File: config.mk
export PLATFORM = sky130hd
export DESIGN_NAME = key_sequence_detector
export DESIGN_NICKNAME = d
export VERILOG_FILES = /design/src/rtl/key_seq_pkg.sv /design/src/rtl/key_debounce.sv /design/src/rtl/key_sequence_detector.sv
export SDC_FILE = /design/constraint.sdc
export NUM_CORES = 1
export LEC_CHECK = 0
export CORE_ASPECT_RATIO = 0.5
export CORE_UTILIZATION = 55
export DETAILED_ROUTE_END_ITERATION = 8
export GPL_TIMING_DRIVEN = 0
export PLACE_DENSITY = 0.78
export SKIP_CTS_REPAIR_TIMING = 1
export SYNTH_ARGS = -nofsm -noshare
export SYNTH_HDL_FRONTEND = slang
export SYNTH_HIERARCHICAL = 1
export SYNTH_SLANG_ARGS = --single-unit
File: constraint.sdc
create_clock -name sys_clk -period 9.9 [get_ports sys_clk]
set_input_delay 2.97 -clock sys_clk [delete_from_list [all_inputs] [get_ports sys_clk]]
set_output_delay 2.97 -clock sys_clk [all_outputs]
set_load 0.005 [all_outputs]
File: src/rtl/key_seq_pkg.sv
// Shared constants, the unlock code and the FSM state type for the key sequence detector.
package key_seq_pkg;

  localparam int SEQ_LEN = 6;
  localparam logic [2:0] SEQ [SEQ_LEN] = '{3'd1, 3'd4, 3'd2, 3'd5, 3'd0, 3'd2};

  localparam int unsigned DEF_DEBOUNCE_CYCLES = 270000;
  localparam int unsigned DEF_TIMEOUT_CYCLES  = 135000000;
  localparam int unsigned DEF_UNLOCK_CYCLES   = 54000000;
  localparam int unsigned DEF_ERROR_CYCLES    = 27000000;
  localparam int unsigned DEF_BLINK_CYCLES    = 3375000;

  typedef enum logic [1:0] {
    ST_IDLE     = 2'd0,
    ST_ENTRY    = 2'd1,
    ST_UNLOCKED = 2'd2,
    ST_ERROR    = 2'd3
  } state_t;

  // Active-low progress bar: LEDs below idx are lit.
  function automatic logic [5:0] thermo_led(input logic [2:0] idx);
    logic [5:0] v;
    for (int k = 0; k < 6; k++) v[k] = (k >= int'(idx));
    return v;
  endfunction

endpackage

File: src/rtl/key_debounce.sv
// One push-key: 2-flop synchronizer followed by a stable-level debouncer.
module key_debounce
  import key_seq_pkg::*;
#(
  parameter int unsigned DEBOUNCE_CYCLES = DEF_DEBOUNCE_CYCLES
) (
  input  logic sys_clk,
  input  logic sys_rst_n,
  input  logic i_key_n,
  output logic o_level
);

  localparam int CNT_W = (DEBOUNCE_CYCLES > 1) ? $clog2(DEBOUNCE_CYCLES + 1) : 1;
  localparam logic [CNT_W-1:0] CNT_LAST = CNT_W'(DEBOUNCE_CYCLES - 1);

  logic [1:0]       r_sync;
  logic [CNT_W-1:0] r_cnt;
  logic             r_level;

  // Any cycle where the synchronized value agrees with the level restarts the count.
  always_ff @(posedge sys_clk or negedge sys_rst_n) begin
    if (!sys_rst_n) begin
      r_sync  <= 2'b11;
      r_cnt   <= '0;
      r_level <= 1'b1;
    end else begin
      r_sync <= {r_sync[0], i_key_n};
      if (r_sync[1] == r_level) begin
        r_cnt <= '0;
      end else if (r_cnt == CNT_LAST) begin
        r_level <= r_sync[1];
        r_cnt   <= '0;
      end else begin
        r_cnt <= r_cnt + 1'b1;
      end
    end
  end

  assign o_level = r_level;

endmodule

File: src/rtl/key_sequence_detector.sv
// Six debounced push-keys feed a code-entry FSM that unlocks on 1,4,2,5,0,2.
// Handshake: press_valid is a one-cycle strobe with press_key valid in the same cycle; no back-pressure.
module key_sequence_detector
  import key_seq_pkg::*;
#(
  parameter int unsigned DEBOUNCE_CYCLES = DEF_DEBOUNCE_CYCLES,
  parameter int unsigned TIMEOUT_CYCLES  = DEF_TIMEOUT_CYCLES,
  parameter int unsigned UNLOCK_CYCLES   = DEF_UNLOCK_CYCLES,
  parameter int unsigned ERROR_CYCLES    = DEF_ERROR_CYCLES,
  parameter int unsigned BLINK_CYCLES    = DEF_BLINK_CYCLES
) (
  input  logic       sys_clk,
  input  logic       sys_rst_n,
  input  logic [5:0] key_n,
  output logic [5:0] led,
  output logic       unlock,
  output logic       err,
  output logic       press_valid,
  output logic [2:0] press_key,
  output logic [1:0] o_dbg_state
);

  localparam int unsigned CNT_MAX =
    (TIMEOUT_CYCLES > UNLOCK_CYCLES) ?
      ((TIMEOUT_CYCLES > ERROR_CYCLES) ? TIMEOUT_CYCLES : ERROR_CYCLES) :
      ((UNLOCK_CYCLES > ERROR_CYCLES) ? UNLOCK_CYCLES : ERROR_CYCLES);
  localparam int CNT_W   = $clog2(CNT_MAX + 1);
  localparam int BLINK_W = (BLINK_CYCLES > 1) ? $clog2(BLINK_CYCLES + 1) : 1;
  localparam logic [CNT_W-1:0]   TIMEOUT_LAST = CNT_W'(TIMEOUT_CYCLES - 1);
  localparam logic [CNT_W-1:0]   UNLOCK_LAST  = CNT_W'(UNLOCK_CYCLES - 1);
  localparam logic [CNT_W-1:0]   ERROR_LAST   = CNT_W'(ERROR_CYCLES - 1);
  localparam logic [BLINK_W-1:0] BLINK_LAST   = BLINK_W'(BLINK_CYCLES - 1);
  localparam logic [2:0]         LAST_IDX     = 3'(SEQ_LEN - 1);

  logic [5:0] w_level;
  logic [5:0] w_fall;
  logic [2:0] w_fall_cnt;
  logic [2:0] w_fall_key;
  logic       w_wrong;
  logic       w_timeout;

  logic [5:0]         r_level_d;
  logic               r_press_valid;
  logic [2:0]         r_press_key;
  logic               r_multi;
  state_t             r_state;
  logic [2:0]         r_idx;
  logic [CNT_W-1:0]   r_cnt;
  logic [BLINK_W-1:0] r_blink;
  logic [5:0]         r_led;
  logic               r_unlock;
  logic               r_err;

  for (genvar g = 0; g < 6; g++) begin : g_key
    key_debounce #(.DEBOUNCE_CYCLES(DEBOUNCE_CYCLES)) u_debounce (
      .sys_clk   (sys_clk),
      .sys_rst_n (sys_rst_n),
      .i_key_n   (key_n[g]),
      .o_level   (w_level[g])
    );
  end

  assign w_fall = r_level_d & ~w_level;

  always_comb begin
    w_fall_cnt = '0;
    w_fall_key = '0;
    for (int k = 0; k < 6; k++) begin
      if (w_fall[k]) begin
        w_fall_cnt = w_fall_cnt + 3'd1;
        w_fall_key = 3'(k);
      end
    end
  end

  always_ff @(posedge sys_clk or negedge sys_rst_n) begin
    if (!sys_rst_n) begin
      r_level_d     <= 6'h3F;
      r_press_valid <= 1'b0;
      r_press_key   <= '0;
      r_multi       <= 1'b0;
    end else begin
      r_level_d     <= w_level;
      r_press_valid <= (w_fall_cnt == 3'd1);
      r_multi       <= (w_fall_cnt > 3'd1);
      if (w_fall_cnt == 3'd1) r_press_key <= w_fall_key;
    end
  end

  // In IDLE r_idx is 0, so the same wrong-key test covers both IDLE and ENTRY.
  assign w_wrong   = r_multi || (r_press_valid && (r_press_key != SEQ[r_idx]));
  assign w_timeout = (r_state == ST_ENTRY) && !r_press_valid && (r_cnt == TIMEOUT_LAST);

  always_ff @(posedge sys_clk or negedge sys_rst_n) begin
    if (!sys_rst_n) begin
      r_state  <= ST_IDLE;
      r_idx    <= '0;
      r_cnt    <= '0;
      r_blink  <= '0;
      r_led    <= 6'h3F;
      r_unlock <= 1'b0;
      r_err    <= 1'b0;
    end else begin
      case (r_state)
        ST_IDLE, ST_ENTRY: begin
          if (w_wrong || w_timeout) begin
            r_state <= ST_ERROR;
            r_idx   <= '0;
            r_cnt   <= '0;
            r_blink <= '0;
            r_led   <= 6'h00;
            r_err   <= 1'b1;
          end else if (r_press_valid) begin
            if (r_idx == LAST_IDX) begin
              r_state  <= ST_UNLOCKED;
              r_idx    <= '0;
              r_cnt    <= '0;
              r_led    <= 6'h00;
              r_unlock <= 1'b1;
            end else begin
              r_state <= ST_ENTRY;
              r_idx   <= r_idx + 3'd1;
              r_cnt   <= '0;
              r_led   <= thermo_led(r_idx + 3'd1);
            end
          end else if (r_state == ST_ENTRY) begin
            r_cnt <= r_cnt + 1'b1;
          end
        end
        ST_UNLOCKED: begin
          if (r_cnt == UNLOCK_LAST) begin
            r_state  <= ST_IDLE;
            r_cnt    <= '0;
            r_led    <= 6'h3F;
            r_unlock <= 1'b0;
          end else begin
            r_cnt <= r_cnt + 1'b1;
          end
        end
        ST_ERROR: begin
          if (r_cnt == ERROR_LAST) begin
            r_state <= ST_IDLE;
            r_cnt   <= '0;
            r_blink <= '0;
            r_led   <= 6'h3F;
            r_err   <= 1'b0;
          end else begin
            r_cnt <= r_cnt + 1'b1;
            if (r_blink == BLINK_LAST) begin
              r_blink <= '0;
              r_led   <= ~r_led;
            end else begin
              r_blink <= r_blink + 1'b1;
            end
          end
        end
        default: r_state <= ST_IDLE;
      endcase
    end
  end

  assign led         = r_led;
  assign unlock      = r_unlock;
  assign err         = r_err;
  assign press_valid = r_press_valid;
  assign press_key   = r_press_key;
  assign o_dbg_state = r_state;

endmodule

==> metrics.md, run 1 <==
| Metric | Value |
|---|---|
| Clk slew on worst S/H paths | 70 ps |
| FF-to-FF End | press_key[2] |
| Most frequent cells after synthesis | 176 x dfrtp_1, 165 x nor2_1, 96 x xor2_1, 87 x nand2_1, 74 x nand3_1 |
| Vias in the first global route | 8100 |
| VDD IR-drop max | 0.0879 mV |
| Reg2Reg Setup Slack | around 5500 ps |
| # setup viols final | 0 |
| Yosys cell types | 62 |
| Die footprint | 20300 um^2 |
| Status | finished clean |
| HPWL after DPL | 14500 um |
| Worst setup path end | press_valid |
| Cts bufs inserted | 19 |
| # nets final | 1169 |
| Via count | 8334 |
| CTS Buffer Depth | 3 |
| CTS tree | yes |
| Initial cell density of the core | 57.5% |
| Clock sinks | 206 |
| Delay-heaviest family, CP | buffers and inverters |
| Antenna Nets Post-Route | 0 |
| Crit Path Max Fanout | 9 |
| Horiz. Die Dim | around 200 um |
| Number of max-cap violations | 0 |
| Unrepaired setup endpoints after global routing | no |
| Routed WL per cell | roughly 15 um |
| N_diodes | 0 |
| Drt total wl | 21800 um |
| Buffer and inverter count on the worst path | 1 |
| Cell area after synthesis | between 10000 and 15000 um^2 |
| Global-route wire length before repair | 37900 um |
| Max Slew Vio Count | 0 |
| Area added between synthesis and finish | 11.1% |
| Worst EP required | roughly 6900 ps |
| Post-synth top area cell | dfrtp_1 |
| Worst reg2reg path depth | 17 |
| Antenna violations before repair | 0 |
| Pin count of the biggest net entering global routing | 117 |
| Pwr dens | ~140 nW/um^2 |
| Top cells by area, synth | dfrtp_1 41%, xor2_1 7.8%, dfstp_2 7.3% |
| Chip height | 101 um |
| Tmin final | 4620 ps |
| DR pass1 iterations | 5 |
| Max Fclk | 0.217 GHz |
| Yosys Warn Count | 6 |
| Slowest stage delay, CP | 580 ps |
| H-tree depth | 1 |
| Crit Path Category | flop to output pin |
| Initial DRC count | 494 |
| Async SR Flop Fraction | 100% |
| PortBufs | 21 |
| Post-synthesis sequential area ratio | a little under half |
| Critical path, cell by cell | clkdlybuf4s50_1 |
| Share of cells above drive strength 1 | a little under an eighth |
| Via-per-instance ratio | 5.88 |
| RR Startpoint | g_key[1].u_debounce/o_level |
| Post-synth EDFFs | 0 |
| Hold crit path type | flop to flop |
| DP Cell Count | 1383 |
| Top-area cell type share of the netlist area | 40.7% |
| Leakage | approximately 0.0051 uW |
| Crit start category | flop |
| Grt total ovfl | 0 |
| FILL cells | 1483 |
| Clock root cell | clkbuf_16 |
| Total Power | 1660 uW |
| Syn Nets | 1126 |
| Worst Clk Skew | about 13 ps |
| Total Routing Usage GR | 22.3% |
| Post-synthesis instance total | 1102 |
| Top-count cell post-synth | dfrtp_1 |
| CP startpoint | press_valid |
| CP arrival | 1650 ps |
| Highest-delay cell along the critical path | clkdlybuf4s50_1 |
| Yosys reg bits | 206 |
| Site row count | 35 |
| Fin crit share | 46.7% |
| I/O pin total | 22 |
| Final std cells w/o fill | between 1k and 1.5k |
| Final Hold Viols | 0 |
| Worst-Skew Late Latency | 500 ps |
| Worst-Margin Slew | 874 ps |
| GP Congestion | 0.878 |
| Core area | about 19000 um^2 |
| Synth Flop Type | dfrtp_1 |
| Worst rel slew slack | 41.7% |
| Worst Setup End Kind | output pin |
| Post-route cell area | ~12000 um^2 |
| DRC errors left | 0 |
| Placed instance area | 11400 um^2 |
| Mean post-synth cell area | 9.82 um^2 |
| Critical path depth | 1 |
## power by group
| group | internal (uW) | switching (uW) | total [uW] |
|---|---|---|---|
| registers | 852 | 7.75 | 860 |
| clock network | 432 | 324 | 756 |
| logic | 14.4 | 30.2 | 44.6 |
| total | 1300 | 362 | 1660 |
## per-stage QoR
step	utilization [%]	setup WS, ps	setup TNS, ps	hold slack (ps)
3_3_place_gp	60.3	-2480	-433230	347
6_report	63.9	5280	0	357
2_1_floorplan	-	6120	0	345
4_1_cts	63.9	5280	0	357
3_5_place_dp	60.5	5680	0	348
5_1_grt	63.9	5220	0	360
## layer usage
layer	global-route usage, %	vias to the layer above	wire, um
met2	39.2	179	10600
met4	5.93	0	427
met1	29.4	4128	9970
li1	-	3985	-
met5	0	-	0
met3	3.38	42	787
## registers in the layout, summed over array words and instances, names as in the netlist, 2 cells and up
register and flops:
r_cnt 28, press_key 3, o_dbg_state 2, r_blink 22, r_level_d 6, led 6, g_key.u_debounce/r_cnt 114, r_idx 3
g_key.u_debounce/r_sync 12, g_key.u_debounce/o_level 6
## cells in the final DEF (no fill, tap or decap), types with 9 or more instances in the layout
cell and count:
xor2_1 96, xnor2_1 30, clkbuf_1 16, ha_1 16, nand2_1 87, and4_1 21
inv_1 18, o211ai_1 9, a21oi_1 28, buf_6 20, nand2b_1 10, nand4_1 42
nor4_1 19, nor2_1 165, clkdlybuf4s50_1 20, a31oi_1 10, and3_1 29, buf_2 10
dfstp_2 30, nand3_1 74, o21ai_0 62, dfrtp_1 176, nor3_1 17, or3_1 19
clkbuf_16 19
## worst min-delay path by stage
stage	startpoint	endpoint	cells after the start
global route	g_key[0].u_debounce/r_sync[0]	g_key[0].u_debounce/r_sync[1]	0
CTS	g_key[0].u_debounce/r_sync[0]	g_key[0].u_debounce/r_sync[1]	0
global placement	g_key[2].u_debounce/r_sync[0]	g_key[2].u_debounce/r_sync[1]	0
detailed placement	g_key[5].u_debounce/r_sync[0]	g_key[5].u_debounce/r_sync[1]	0
finish	g_key[0].u_debounce/r_sync[0]	g_key[0].u_debounce/r_sync[1]	0
floorplan	g_key[0].u_debounce/r_sync[0]	g_key[0].u_debounce/r_sync[1]	0
## layout make-up
| class | instances | area (um^2) | share of cell area [%] |
|---|---|---|---|
| timing repair buffer | 22 | 243 | 2.02 |
| tap | 259 | 324 | 2.70 |
| clock inverter | 9 | 106 | 0.884 |
| clock buffer | 25 | 528 | 4.39 |
| buffer | 45 | 339 | 2.82 |
| sequential | 206 | 5190 | 43.2 |
| inverter | 18 | 67.6 | 0.562 |
| multi-input combinational | 833 | 5220 | 43.4 |
## cells by family after synthesis
logic type,count (synthesis),synth area share [%]
adder cells (fa/ha/maj),16,1.85
AND/OR/NAND/NOR,532,25.8
AO/OA/AOI/OAI,151,9.63
XOR/XNOR,126,10.2
buffers and inverters,63,3.76
multiplexers,8,0.821
flip-flops,206,48.0
(Power assumes the default switching activity.)
==> run 2, diff against run 1 <==
Settings changed: PLACE_DENSITY 0.78 to 0.81.
Clock period 9.9 ns to 3.7 ns, I/O delays scaled along.
==> run 2 against run 1 <==
Effect of this change:
- the run now ends with setup timing left
- wire length is 2.3% higher
- non-clock buffer count rose by 8
- clock power rose to 2.8 times the previous value
- combinational power increased to 2.7 times the previous value
- sequential power grew to 2.7 times the previous value
- flip-flop and latch count stayed put
- sequential share of layout area is 0.79 points lower
- cell count increased by 0.71%
- clock skew is 2.1 ps higher
- die area did not move
==> metrics.md, run 2 (synthesized netlist as in run 1, its figures left out) <==
| Metric | Value |
|---|---|
| Pin count of the biggest net entering global routing | 123 |
| Via-per-instance ratio | 5.84 |
| Worst-Skew Late Latency | 500 ps |
| Routed WL per cell | approximately 16 um |
| Status | finished with violations |
| Worst-Margin Slew | 923 ps |
| Cts bufs inserted | 20 |
| PortBufs | 21 |
| Worst rel slew slack | approximately two fifths |
| Clock root cell | clkbuf_16 |
| Number of max-cap violations | 0 |
| Max Slew Vio Count | 0 |
| Leakage | 0.00520 uW |
| Hold_sp | g_key[2].u_debounce/r_sync[0] |
| FILL cells | 1423 |
| Total Routing Usage GR | 22.0% |
| Worst Clk Skew | 14.6 ps |
| Worst EP required | 4110 ps |
| Max FFs per register | approximately 110 |
| Clk slew on worst S/H paths | 70 ps |
| FF-to-FF End | press_key[2] |
| Most common cell after layout, fill and taps aside | dfrtp_1 |
| Chip height | 101 um |
| Drt total wl | between 20000 and 25000 um |
| Crit Path Category | flop to flop |
| Die footprint | just over 20000 um^2 |
| DRC errors left | 0 |
| CTS tree | yes |
| Max Fclk | 0.263 GHz |
| GP Congestion | roughly 0.90 |
| Antenna Nets Post-Route | 0 |
| Initial DRC count | 653 |
| VDD IR-drop max | 0.253 mV |
| I/O pin total | 22 |
| Core area | 18800 um^2 |
| RR Startpoint | g_key[1].u_debounce/o_level |
| DR pass1 iterations | 5 |
| Most frequent cells in the layout | 176 x dfrtp_1, 165 x nor2_1, 96 x xor2_1 |
| Failing checks | setup timing |
| Worst reg2reg path depth | 18 |
| Clock sinks | 206 |
| Share of cells above drive strength 1 | 13.4% |
| Crit Path Max Fanout | 10 |
| Pwr dens | 371 nW/um^2 |
| Horiz. Die Dim | 200 um |
| Largest regs | g_key.u_debounce/r_cnt: 114 flops, r_cnt: 28 flops, r_blink: 22 flops |
| Worst Setup End Kind | flop |
| Reg2Reg Setup Slack | -100 ps |
| Vias in the first global route | roughly 8k |
| CP arrival | ~4200 ps |
| Site row count | 35 |
| Tmin final | 3800 ps |
| Post-route cell area | ~12000 um^2 |
| Grt total ovfl | 0 |
| Hold Crit Endpoint | g_key[2].u_debounce/r_sync[1] |
| Crit start category | flop |
| N_diodes | 0 |
| Top reg by flops | g_key.u_debounce/r_cnt |
| Area added between synthesis and finish | 13.2% |
| Fin crit share | 103% |
| # nets final | approximately 1.2k |
| Global-route wire length before repair | 37600 um |
| H-tree depth | 1 |
| CTS Buffer Depth | 3 |
| Final worst slack | -101 ps |
| Initial cell density of the core | 57.5% |
| Antenna violations before repair | 0 |
| Final Hold Viols | 0 |
| Via count | approximately 8.3k |
| Placed instance area | 11400 um^2 |
| Total Power | 4540 uW |
| Hold crit path type | flop to flop |
| HPWL after DPL | roughly 14000 um |
| Hold depth | 0 |
| # setup viols final | 3 |
| CP startpoint | g_key[1].u_debounce/o_level |
[run 2: changes by cell type in the layout (fill, tap and decap cells not counted), sizes merged]
| cell | delta |
|---|---|
| clkbuf | +4 |
| inv | -2 |
| clkinvlp | +3 |
| clkinv | -4 |
| buf | +9 |
[run 2: final cells by class]
type	instances	area, um^2	area share (%)
clock buffers	30	589	4.81
repair buffers	30	303	2.47
clock inverters	6	91.3	0.746
well taps	259	324	2.65
inverters	18	67.6	0.552
plain buffers	45	347	2.83
multi-input cells	833	5330	43.5
flip-flops and latches	206	5190	42.4
[run 2: worst max-delay path, stage by stage (launching register included)]
cell	delay, ps
dfstp_2	580
nand2b_4	180
ha_4	220
buf_6	140
xnor2_4	140
inv_2	60
ha_4	210
mux2_2	270
o22ai_2	150
xor2_1	270
o21ai_2	120
ha_1	200
nand2_1	80
xnor2_1	110
xnor2_1	290
xor2_1	200
buf_4	170
o31ai_4	80
a221oi_2	240
[run 2: how the worst max path moves through the flow]
stage                               to  slack, ps  depth (start not counted)
after floorplan           press_key[1]          8                         17
after global placement      r_blink[5]      -6740                          1
after detailed placement  press_key[1]       -450                         17
after CTS                 press_key[1]       -560                         17
after global routing      press_key[1]       -280                         18
final                     press_key[2]       -100                         18
[run 2: layer usage]
layer / share of wire [%] / vias to the layer above / wire [um] / track usage (%)
li1: - / 4021 / - / -
met1: 46 / 4112 / 10300 / 30.3
met2: 48 / 162 / 10800 / 37.4
met3: 3.4 / 35 / 767 / 3.12
met4: 1.9 / 0 / 430 / 5.52
met5: 0 / - / 0 / 0
[run 2: metrics by stage]
| stage | hold slack [ps] | util [%] | instances | setup TNS, ps | worst slack (ps) |
|---|---|---|---|---|---|
| detailed placement | 347 | 60.5 | 1383 | -1730 | -446 |
| global route | 359 | 65.0 | 1427 | -959 | -276 |
| global placement | 346 | 60.4 | 1382 | -1310040 | -6740 |
| floorplan | 345 | - | 1102 | 0 | 8.36 |
| CTS | 356 | 64.1 | 1419 | -2320 | -561 |
| finish | 354 | 65.0 | 1427 | -256 | -101 |
[run 2: power by group]
group          switching, uW  leakage, uW  total (uW)  internal, uW
Clock                    874     0.000320        2120          1250
Combinational           80.5      0.00212         119          38.5
Sequential              19.9      0.00276        2300          2280
Total                    974      0.00520        4540          3570
